==> src/rtl/cmt_stage_pkg.sv <==
// Shared types for the commit stage: commit-slot record, CP0 ExcCodes, FSM states.
// Pure declarations; no latency or flow control of its own.
package cmt_stage_pkg;

  localparam logic [4:0] EXC_INT  = 5'd0;
  localparam logic [4:0] EXC_ADEL = 5'd4;
  localparam logic [4:0] EXC_ADES = 5'd5;
  localparam logic [4:0] EXC_SYS  = 5'd8;
  localparam logic [4:0] EXC_BP   = 5'd9;
  localparam logic [4:0] EXC_RI   = 5'd10;
  localparam logic [4:0] EXC_OV   = 5'd12;

  typedef enum logic {
    CMT_RUN,
    CMT_FLUSH
  } cmt_state_e;

  typedef struct packed {
    logic        valid;
    logic [31:0] pc;
    logic        wreg_en;
    logic [4:0]  wreg_addr;
    logic [31:0] wreg_data;
    logic        exc_valid;
    logic [4:0]  exc_code;
    logic [31:0] badvaddr;
    logic        is_eret;
    logic        in_delay_slot;
  } cmt_require_t;

  function automatic logic is_addr_exc(input logic [4:0] code);
    return (code == EXC_ADEL) || (code == EXC_ADES);
  endfunction

endpackage

==> src/rtl/cmt_cp0_regs.sv <==
// Precise-exception CP0 state (EPC, Cause, Status.EXL, BadVAddr), updated by one trap strobe.
// Latency 1 from strobe to register; no backpressure, the strobe is always accepted.
module cmt_cp0_regs
  import cmt_stage_pkg::*;
#(
  parameter logic RST_EXL = 1'b1
) (
  input  logic        clk,
  input  logic        rst,
  input  logic        trap_vld_i,
  input  logic        trap_is_exc_i,
  input  logic [4:0]  trap_exc_code_i,
  input  logic [31:0] trap_pc_i,
  input  logic        trap_bd_i,
  input  logic [31:0] trap_badvaddr_i,
  output logic [31:0] epc_o,
  output logic [4:0]  cause_exc_o,
  output logic        cause_bd_o,
  output logic        status_exl_o,
  output logic [31:0] badvaddr_o
);

  logic [31:0] epc_q, epc_d;
  logic [4:0]  exc_q, exc_d;
  logic        bd_q, bd_d;
  logic        exl_q, exl_d;
  logic [31:0] badv_q, badv_d;

  always_comb begin
    epc_d  = epc_q;
    exc_d  = exc_q;
    bd_d   = bd_q;
    exl_d  = exl_q;
    badv_d = badv_q;
    if (trap_vld_i) begin
      if (trap_is_exc_i) begin
        exc_d = trap_exc_code_i;
        if (is_addr_exc(trap_exc_code_i)) badv_d = trap_badvaddr_i;
        // A nested exception keeps the EPC/BD of the first one so the handler can return.
        if (!exl_q) begin
          epc_d = trap_bd_i ? trap_pc_i - 32'd4 : trap_pc_i;
          bd_d  = trap_bd_i;
        end
        exl_d = 1'b1;
      end else begin
        exl_d = 1'b0;
      end
    end
  end

  always_ff @(posedge clk) begin
    if (rst) begin
      epc_q  <= '0;
      exc_q  <= '0;
      bd_q   <= 1'b0;
      exl_q  <= RST_EXL;
      badv_q <= '0;
    end else begin
      epc_q  <= epc_d;
      exc_q  <= exc_d;
      bd_q   <= bd_d;
      exl_q  <= exl_d;
      badv_q <= badv_d;
    end
  end

  assign epc_o        = epc_q;
  assign cause_exc_o  = exc_q;
  assign cause_bd_o   = bd_q;
  assign status_exl_o = exl_q;
  assign badvaddr_o   = badv_q;

endmodule

==> src/rtl/cmt_stage.sv <==
// In-order dual-slot retirement: register-file writes, trap handling, flush/redirect, instret.
// Latency 1 on all outputs; no backpressure, the cycle after a trap ignores cmt_in.
module cmt_stage
  import cmt_stage_pkg::*;
#(
  parameter logic [31:0] EXC_VECTOR = 32'hBFC0_0380,
  parameter logic        RST_EXL    = 1'b1
) (
  input  logic               clk,
  input  logic               rst,
  input  cmt_require_t [1:0] cmt_in,
  output logic [1:0]         rf_we,
  output logic [1:0][4:0]    rf_waddr,
  output logic [1:0][31:0]   rf_wdata,
  output logic               flush_o,
  output logic [31:0]        redirect_pc,
  output logic [31:0]        epc_o,
  output logic [4:0]         cause_exc_o,
  output logic               cause_bd_o,
  output logic               status_exl_o,
  output logic [31:0]        badvaddr_o,
  output logic [31:0]        instret_o
);

  cmt_state_e      state_q, state_d;
  logic [1:0]      trap;
  logic [1:0]      retire;
  logic            trap_vld;
  cmt_require_t    trap_slot;
  logic [1:0]      we_q, we_d;
  logic [1:0][4:0] waddr_q, waddr_d;
  logic [1:0][31:0] wdata_q, wdata_d;
  logic [31:0]     redirect_q, redirect_d;
  logic [31:0]     instret_q, instret_d;

  always_comb begin
    state_d    = state_q;
    trap       = '0;
    retire     = '0;
    trap_vld   = 1'b0;
    trap_slot  = cmt_in[0];
    we_d       = '0;
    waddr_d    = waddr_q;
    wdata_d    = wdata_q;
    redirect_d = redirect_q;
    instret_d  = instret_q;
    if (state_q == CMT_RUN) begin
      for (int i = 0; i < 2; i++) begin
        trap[i]    = cmt_in[i].valid & (cmt_in[i].exc_valid | cmt_in[i].is_eret);
        waddr_d[i] = cmt_in[i].wreg_addr;
        wdata_d[i] = cmt_in[i].wreg_data;
      end
      // ERET traps but still retires; a faulting slot never retires.
      retire[0] = cmt_in[0].valid & ~cmt_in[0].exc_valid;
      retire[1] = cmt_in[1].valid & ~trap[0] & ~cmt_in[1].exc_valid;
      we_d[0] = cmt_in[0].valid & ~trap[0] & cmt_in[0].wreg_en
              & (cmt_in[0].wreg_addr != 5'd0);
      we_d[1] = cmt_in[1].valid & ~trap[0] & ~trap[1] & cmt_in[1].wreg_en
              & (cmt_in[1].wreg_addr != 5'd0);
      if ((we_d == 2'b11) && (cmt_in[0].wreg_addr == cmt_in[1].wreg_addr)) we_d[0] = 1'b0;
      instret_d = instret_q + {31'd0, retire[0]} + {31'd0, retire[1]};
      trap_vld  = |trap;
      trap_slot = trap[0] ? cmt_in[0] : cmt_in[1];
      if (trap_vld) begin
        state_d    = CMT_FLUSH;
        redirect_d = trap_slot.exc_valid ? EXC_VECTOR : epc_o;
      end
    end else begin
      state_d = CMT_RUN;
    end
  end

  always_ff @(posedge clk) begin
    if (rst) begin
      state_q    <= CMT_RUN;
      we_q       <= '0;
      waddr_q    <= '0;
      wdata_q    <= '0;
      redirect_q <= '0;
      instret_q  <= '0;
    end else begin
      state_q    <= state_d;
      we_q       <= we_d;
      waddr_q    <= waddr_d;
      wdata_q    <= wdata_d;
      redirect_q <= redirect_d;
      instret_q  <= instret_d;
    end
  end

  cmt_cp0_regs #(
    .RST_EXL(RST_EXL)
  ) u_cp0 (
    .clk            (clk),
    .rst            (rst),
    .trap_vld_i     (trap_vld),
    .trap_is_exc_i  (trap_slot.exc_valid),
    .trap_exc_code_i(trap_slot.exc_code),
    .trap_pc_i      (trap_slot.pc),
    .trap_bd_i      (trap_slot.in_delay_slot),
    .trap_badvaddr_i(trap_slot.badvaddr),
    .epc_o          (epc_o),
    .cause_exc_o    (cause_exc_o),
    .cause_bd_o     (cause_bd_o),
    .status_exl_o   (status_exl_o),
    .badvaddr_o     (badvaddr_o)
  );

  assign rf_we       = we_q;
  assign rf_waddr    = waddr_q;
  assign rf_wdata    = wdata_q;
  assign flush_o     = (state_q == CMT_FLUSH);
  assign redirect_pc = redirect_q;
  assign instret_o   = instret_q;

endmodule

==> config.mk <==
export PLATFORM = sky130hd
export DESIGN_NAME = cmt_stage
export DESIGN_NICKNAME = d
export VERILOG_FILES = /design/src/rtl/cmt_stage_pkg.sv /design/src/rtl/cmt_cp0_regs.sv /design/src/rtl/cmt_stage.sv
export SDC_FILE = /design/constraint.sdc
export NUM_CORES = 1
export LEC_CHECK = 0
export ABC_AREA = 1
export CAP_MARGIN = 0
export CELL_PAD_IN_SITES_DETAIL_PLACEMENT = 0
export CELL_PAD_IN_SITES_GLOBAL_PLACEMENT = 2
export CORE_MARGIN = 5
export CORE_UTILIZATION = 23
export DETAILED_ROUTE_END_ITERATION = 10
export PLACE_DENSITY_LB_ADDON = 0.2
export SETUP_SLACK_MARGIN = 0.02
export SYNTH_ARGS = -nofsm -noshare
export SYNTH_HDL_FRONTEND = slang
export SYNTH_SLANG_ARGS = --single-unit
==> constraint.sdc <==
create_clock -name clk -period 6.1 [get_ports clk]
set_clock_uncertainty 0.15 [all_clocks]
set_input_delay 1.22 -clock clk [delete_from_list [all_inputs] [get_ports clk]]
set_output_delay 1.22 -clock clk [all_outputs]
set_load 0.01 [all_outputs]
# Yosys cells after proc, flatten, opt, wreduce, memory -nomap -nowiden
# Index checks and enable logic that the tools add are counted.
# word_totals
register_bits	212
in_bits	224
output_inout_bits	212
word_cells	58
# op_classes
bitwise	19
n_reduce_logical	11
mux	7
n_eq_ne	4
add_sub_neg	3
# ops
operator	count
110-bit 2-to-1 mux	2
32-bit by 1-bit adder with 32-bit output	2
32-bit 2-to-1 mux	2
32-bit by 3-bit subtractor with 32-bit output, second input constant	1
1-bit AND	11
5-bit by 3-bit == test with 1-bit output, second input constant	2
5-bit nonzero test	2
1-bit inverter	6
3-bit AND reduction	2
5-bit == test	1
2-bit AND reduction	2
2-bit OR reduction	2
1-bit 2-to-1 mux	3
3-bit OR reduction	1
2-bit == test, second input constant	1
1-bit bitwise OR	2
1-bit logical AND	1
1-bit logical OR	1

# Longest topological paths before layout
# logic_depth
ltp_word	10
mapped_depth	16
ltp_nobuf	16

# Hierarchy
# From an unflattened synthesis, not the netlist that was laid out.
# unflattened
cells_unflattened	1335
area_unflattened_um2	9968.3
# modules_own_cells
mod	area_per_inst_um2	n_inst	seq_area_each_um2	cells_per_inst
cmt_stage	6475.0	1	2822.7	861
cmt_cp0_regs	3493.4	1	1421.4	474

# Least setup slack after synthesis
# No wires, ideal clock.
# synth_path
kind	input-to-reg
start	input cmt_in[1] (netlist name)
end	register instret_q[30] (netlist: instret_o[30])
required_time_ns	5.831
setup_ns	0.119
arrival_ns	3.318
setup_slack_ns	2.513
n_path_buf	0
path_stages	16
path_cell_list	nor2_1 -> nor2_2 -> nor2_1 -> nand2_1 -> fa_1 -> inv_1 -> ha_1 -> nand2_1 -> nor2_1 -> nand2_1 -> nor2_1 -> nand2_1 -> nor4_2 -> nand3_1 -> o21ai_0 -> a21oi_1
# synth_between
elab_chain_cells	6
# synth_lines
element	line_no	source
start, declared	cmt_stage.sv:11	input cmt_require_t [1:0] cmt_in,
1-bit bitwise OR	cmt_stage.sv:49	trap[i] = cmt_in[i].valid & (cmt_in[i].exc_valid | cmt_in[i].is_eret);
1-bit AND	cmt_stage.sv:49	
1-bit inverter	cmt_stage.sv:55	retire[1] = cmt_in[1].valid & ~trap[0] & ~cmt_in[1].exc_valid;
1-bit AND (2 in series)	cmt_stage.sv:55	
32-bit by 1-bit adder with 32-bit output	cmt_stage.sv:61	instret_d = instret_q + {31'd0, retire[0]} + {31'd0, retire[1]};
end signal, assigned	cmt_stage.sv:87	instret_q <= instret_d;
end, declared	cmt_stage.sv:34	logic [31:0] instret_q, instret_d;
# No other way between the ends.
# A chain may end at the register's enable or synchronous reset.

# Worst setup path in the final report
# layout_path
start	input cmt_in[39] (netlist name)
end	register u_cp0.epc_q[5] (netlist: u_cp0.epc_o[5])
# layout_between
elab_chain_cells	6
elab_cells_between_ends	9
classes_between	add/sub (1); mux (4); bitwise (2); reduce/logical (2)
# layout_lines
element	line_no	source
1-bit bitwise OR	cmt_stage.sv:49	
1-bit AND	cmt_stage.sv:49	
110-bit 2-to-1 mux	cmt_stage.sv:63	trap_slot = trap[0] ? cmt_in[0] : cmt_in[1];
110-bit 2-to-1 mux	cmt_stage.sv:47	if (state_q == CMT_RUN) begin
32-bit by 3-bit subtractor with 32-bit output	cmt_cp0_regs.sv:41	epc_d = trap_bd_i ? trap_pc_i - 32'd4 : trap_pc_i;
32-bit 2-to-1 mux	cmt_cp0_regs.sv:41	
end signal, assigned	cmt_cp0_regs.sv:59	epc_q <= epc_d;
end, declared	cmt_cp0_regs.sv:23	logic [31:0] epc_q, epc_d;
# Parallel ways exist; a longest one is shown, timed or not.

==> run summary <==
### Outcome
* **outcome** completed

### Timing
* **Slew headroom** 0.3435
* **maximum clock rate** 0.2377 GHz
* **final-report setup violation count** 0
* **fin crit share** 0.6896
* **Final Max Tran Viols** 0
* **setup repair after global routing missed its margin** false
* **setup TNS** 0 ps
* **actual slew at the worst max-slew pin** 978.7 ps
* **number of failing hold endpoints at the final stage** 0
* **minimum clock period after layout** 4207 ps

### Worst setup path
* **critical path start-end classification** in -> reg
* **Critical Path Slowest Stage Cell** sky130_fd_sc_hd__clkdlybuf4s50_1
* **arrival time of data at the critical path endpoint** 4500 ps
* **kind of launch point of the worst setup path** input pin
* **type of element capturing the critical path** flop
* **Largest stage delay, worst path** 500 ps
* **required time at the endpoint of the critical path** 6390 ps
* **peak fanout along the critical path** 38
* **top cell family by delay on the critical path** buffers and inverters
* **Worst R2R Setup Slack** 2330 ps
* **Bufs and invs on worst path** 5
* **cell chain of the critical path** clkdlybuf4s50_1 -> o21ai_4 -> buf_4 -> nand2_4 -> nand2_1 -> o21ai_1 -> nor2_2 -> inv_1 -> nor2_4 -> buf_4 -> nand2_1 -> o221ai_1 -> inv_1

### Synthesis
* **share of async-settable or async-resettable flops after synthesis** 0
* **Mapped Cells** 1523
* **synth unique cells** 41
* **Post-Synthesis Cell Area** 10190 um2
* **number of synthesis warnings** 0
* **flops & latches, synth** 212
* **Mapped Nets** 1750
* **synthesized area divided by synthesized cell count** 6.691 um2
* **most frequently used cell type in the post-synthesis netlist** sky130_fd_sc_hd__nand2_1
* **fraction of synthesized cell area taken by the top area cell type** 0.4165
* **leading post-synthesis cells by cell area** sky130_fd_sc_hd__dfxtp_1 (42%), sky130_fd_sc_hd__nand2_1 (13%), sky130_fd_sc_hd__nor2_1 (11%)
* **number of synthesized flops with an enable pin** 0
* **post-synthesis sequential area ratio** 0.4165
* **most area-hungry cell type in the Yosys netlist** sky130_fd_sc_hd__dfxtp_1
* **ranking of synthesized cells by instance count** sky130_fd_sc_hd__nand2_1 (359), sky130_fd_sc_hd__nor2_1 (304), sky130_fd_sc_hd__dfxtp_1 (212)
* **Top FF cell, synth** sky130_fd_sc_hd__dfxtp_1

### Clock tree
* **clock tree from TritonCTS** done
* **setup fix buffers added after clock tree synthesis** 0
* **CTS HTree Levels** 1
* **clock buffers created by TritonCTS** 28
* **Max Buffers Root-to-Sink** 3
* **post-cts resize count** 0
* **clk sink count** 212
* **root buffer cell** sky130_fd_sc_hd__clkbuf_16
* **Clock transition at path regs** 60 ps
* **clock latency on the worst-skew pair** 550 ps
* **# hold bufs at CTS** 0

### Drt
* **DR pass1 iterations** 5
* **antenna viol nets, final** 0
* **drt drc** 0
* **number of design-rule violations left by the first detailed-router iteration** 595
* **Via Count** 11290
* **Total Routed Length** 48.68 mm
* **wire length per cell after detailed routing** 19.21 um
* **drt via density** 4.455

### Placed design
* **post-detail-place hpwl** 37.15 mm
* **global placement routability congestion** 0.8724
* **area after detailed placement** 15030 um2
* **total placed cells including tap cells** 2482
* **count of input and output buffers** 435

### Global routing
* **total global-route track usage** 0.1889
* **vias in the first global route** 10940
* **initial antenna violation count** 5
* **pin count of the biggest net entering global routing** 81
* **grt ovf** 0
* **first-pass GRT wire length** 69.96 mm

### Power
* **VDD IR max** 0.1650 mV
* **leakage power** 6.405 nW
* **areal power density over the cells** 250.3 nW/um2
* **total design power** 0.004004 W

### Min path
* **path category of the worst min-delay check** reg -> reg

### Floorplanning
* **area of the die** 48610 um2
* **placeable core area** 44030 um2
* **width of the die** 220.5 um
* **row cnt** 77
* **number of I/O pins** 436
* **starting density of the core** 0.2314
* **chip height** 220.5 um

### Finish
* **Area Overhead vs Synth** 56.95%
* **layout cell share with drive strength beyond 1** 0.05513
* **Total Nets Final** 2147
* **final std cell area, no fill** 15990 um2
* **final cell count without fillers** 2534
* **Filler Cells Inserted** 4749

### Flow run
* **MaxCap Viol Count** 0

==> cell usage in the layout, fill, tap and decap left out, types with 28 or more instances in the layout <==
master / count
sky130_fd_sc_hd__o21ai_0: 130
sky130_fd_sc_hd__nor2_1: 303
sky130_fd_sc_hd__a21oi_1: 70
sky130_fd_sc_hd__nand3_2: 28
sky130_fd_sc_hd__nor3_1: 32
sky130_fd_sc_hd__clkdlybuf4s50_1: 434
sky130_fd_sc_hd__dfxtp_1: 211
sky130_fd_sc_hd__nand3_1: 76
sky130_fd_sc_hd__clkbuf_16: 29
sky130_fd_sc_hd__inv_1: 131
sky130_fd_sc_hd__nand2_1: 359
==> registers in the layout, indices dropped and copies added (netlist names) <==
signal	count
u_cp0.status_exl_o	1
flush_o	1
u_cp0.epc_o	32
u_cp0.cause_exc_o	5
rf_we	2
rf_waddr	10
u_cp0.cause_bd_o	1
u_cp0.badvaddr_o	32
instret_o	32
rf_wdata	64
redirect_pc	32
==> routing by layer <==
metal  GRT usage  vias up  routed length (um)
li1            -     5666                   -
met5           0        -                  61
met1      0.2345     5213               20440
met2      0.3245      341               22930
met4     0.05055        8                1246
met3     0.05076       61                4000
==> metrics by stage <==
stage                     hold WS [ps]  utilization  setup WS, ps
final                            312.1       0.3632          1893
after global routing             339.1       0.3632          1596
after CTS                        317.7       0.3632          1874
after detailed placement         307.5       0.3413          1295
after global placement           303.7       0.3413          1322
after floorplan                  329.3            -          2513
==> tightest hold or removal path: stages, from the launching register on <==
cell and delay, ps:
sky130_fd_sc_hd__dfxtp_1 310, sky130_fd_sc_hd__nand2_1 60, sky130_fd_sc_hd__a21oi_1 50
==> final cells by class <==
class | instances | area (um2) | share of cell area
well taps | 592 | 740.7 | 0.04632
diodes | 1 | 2.502 | 0.0001565
inverters | 135 | 511.7 | 0.03200
multi-input cells | 1096 | 5066 | 0.3168
flip-flops and latches | 212 | 4245 | 0.2655
clock buffers | 41 | 850.8 | 0.05320
clock inverters | 10 | 111.4 | 0.006963
repair buffers | 447 | 4464 | 0.2791
==> cells by family after synthesis <==
| kind of cell | synth area share |
|---|---|
| flip-flops | 0.4165 |
| buffers and inverters | 0.08755 |
| XOR/XNOR | 0.01289 |
| AND/OR/NAND/NOR | 0.3637 |
| adder cells (fa/ha/maj) | 0.004420 |
| AO/OA/AOI/OAI | 0.1149 |
==> power by group <==
part,switching (W),total (W),internal [W]
clock,0.000666,0.00171,0.00105
combinational,0.000413,0.000772,0.000359
sequential,0.0000535,0.00152,0.00146
total,0.00113,0.00400,0.00287
==> path summary, 6_finish.rpt <==
check / start / end / depth (start not counted)
worst min register to register: u_cp0.cause_exc_o[4]$_SDFFE_PP0P_ / u_cp0.cause_exc_o[4]$_SDFFE_PP0P_ / 2
worst max register to register: flush_o$_SDFF_PP0_ / u_cp0.epc_o[5]$_SDFFE_PP0P_ / 11
worst min-delay path: u_cp0.cause_exc_o[4]$_SDFFE_PP0P_ / u_cp0.cause_exc_o[4]$_SDFFE_PP0P_ / 2
worst max-delay path: cmt_in[39] / u_cp0.epc_o[5]$_SDFFE_PP0P_ / 13
(Power assumes the default switching activity.)
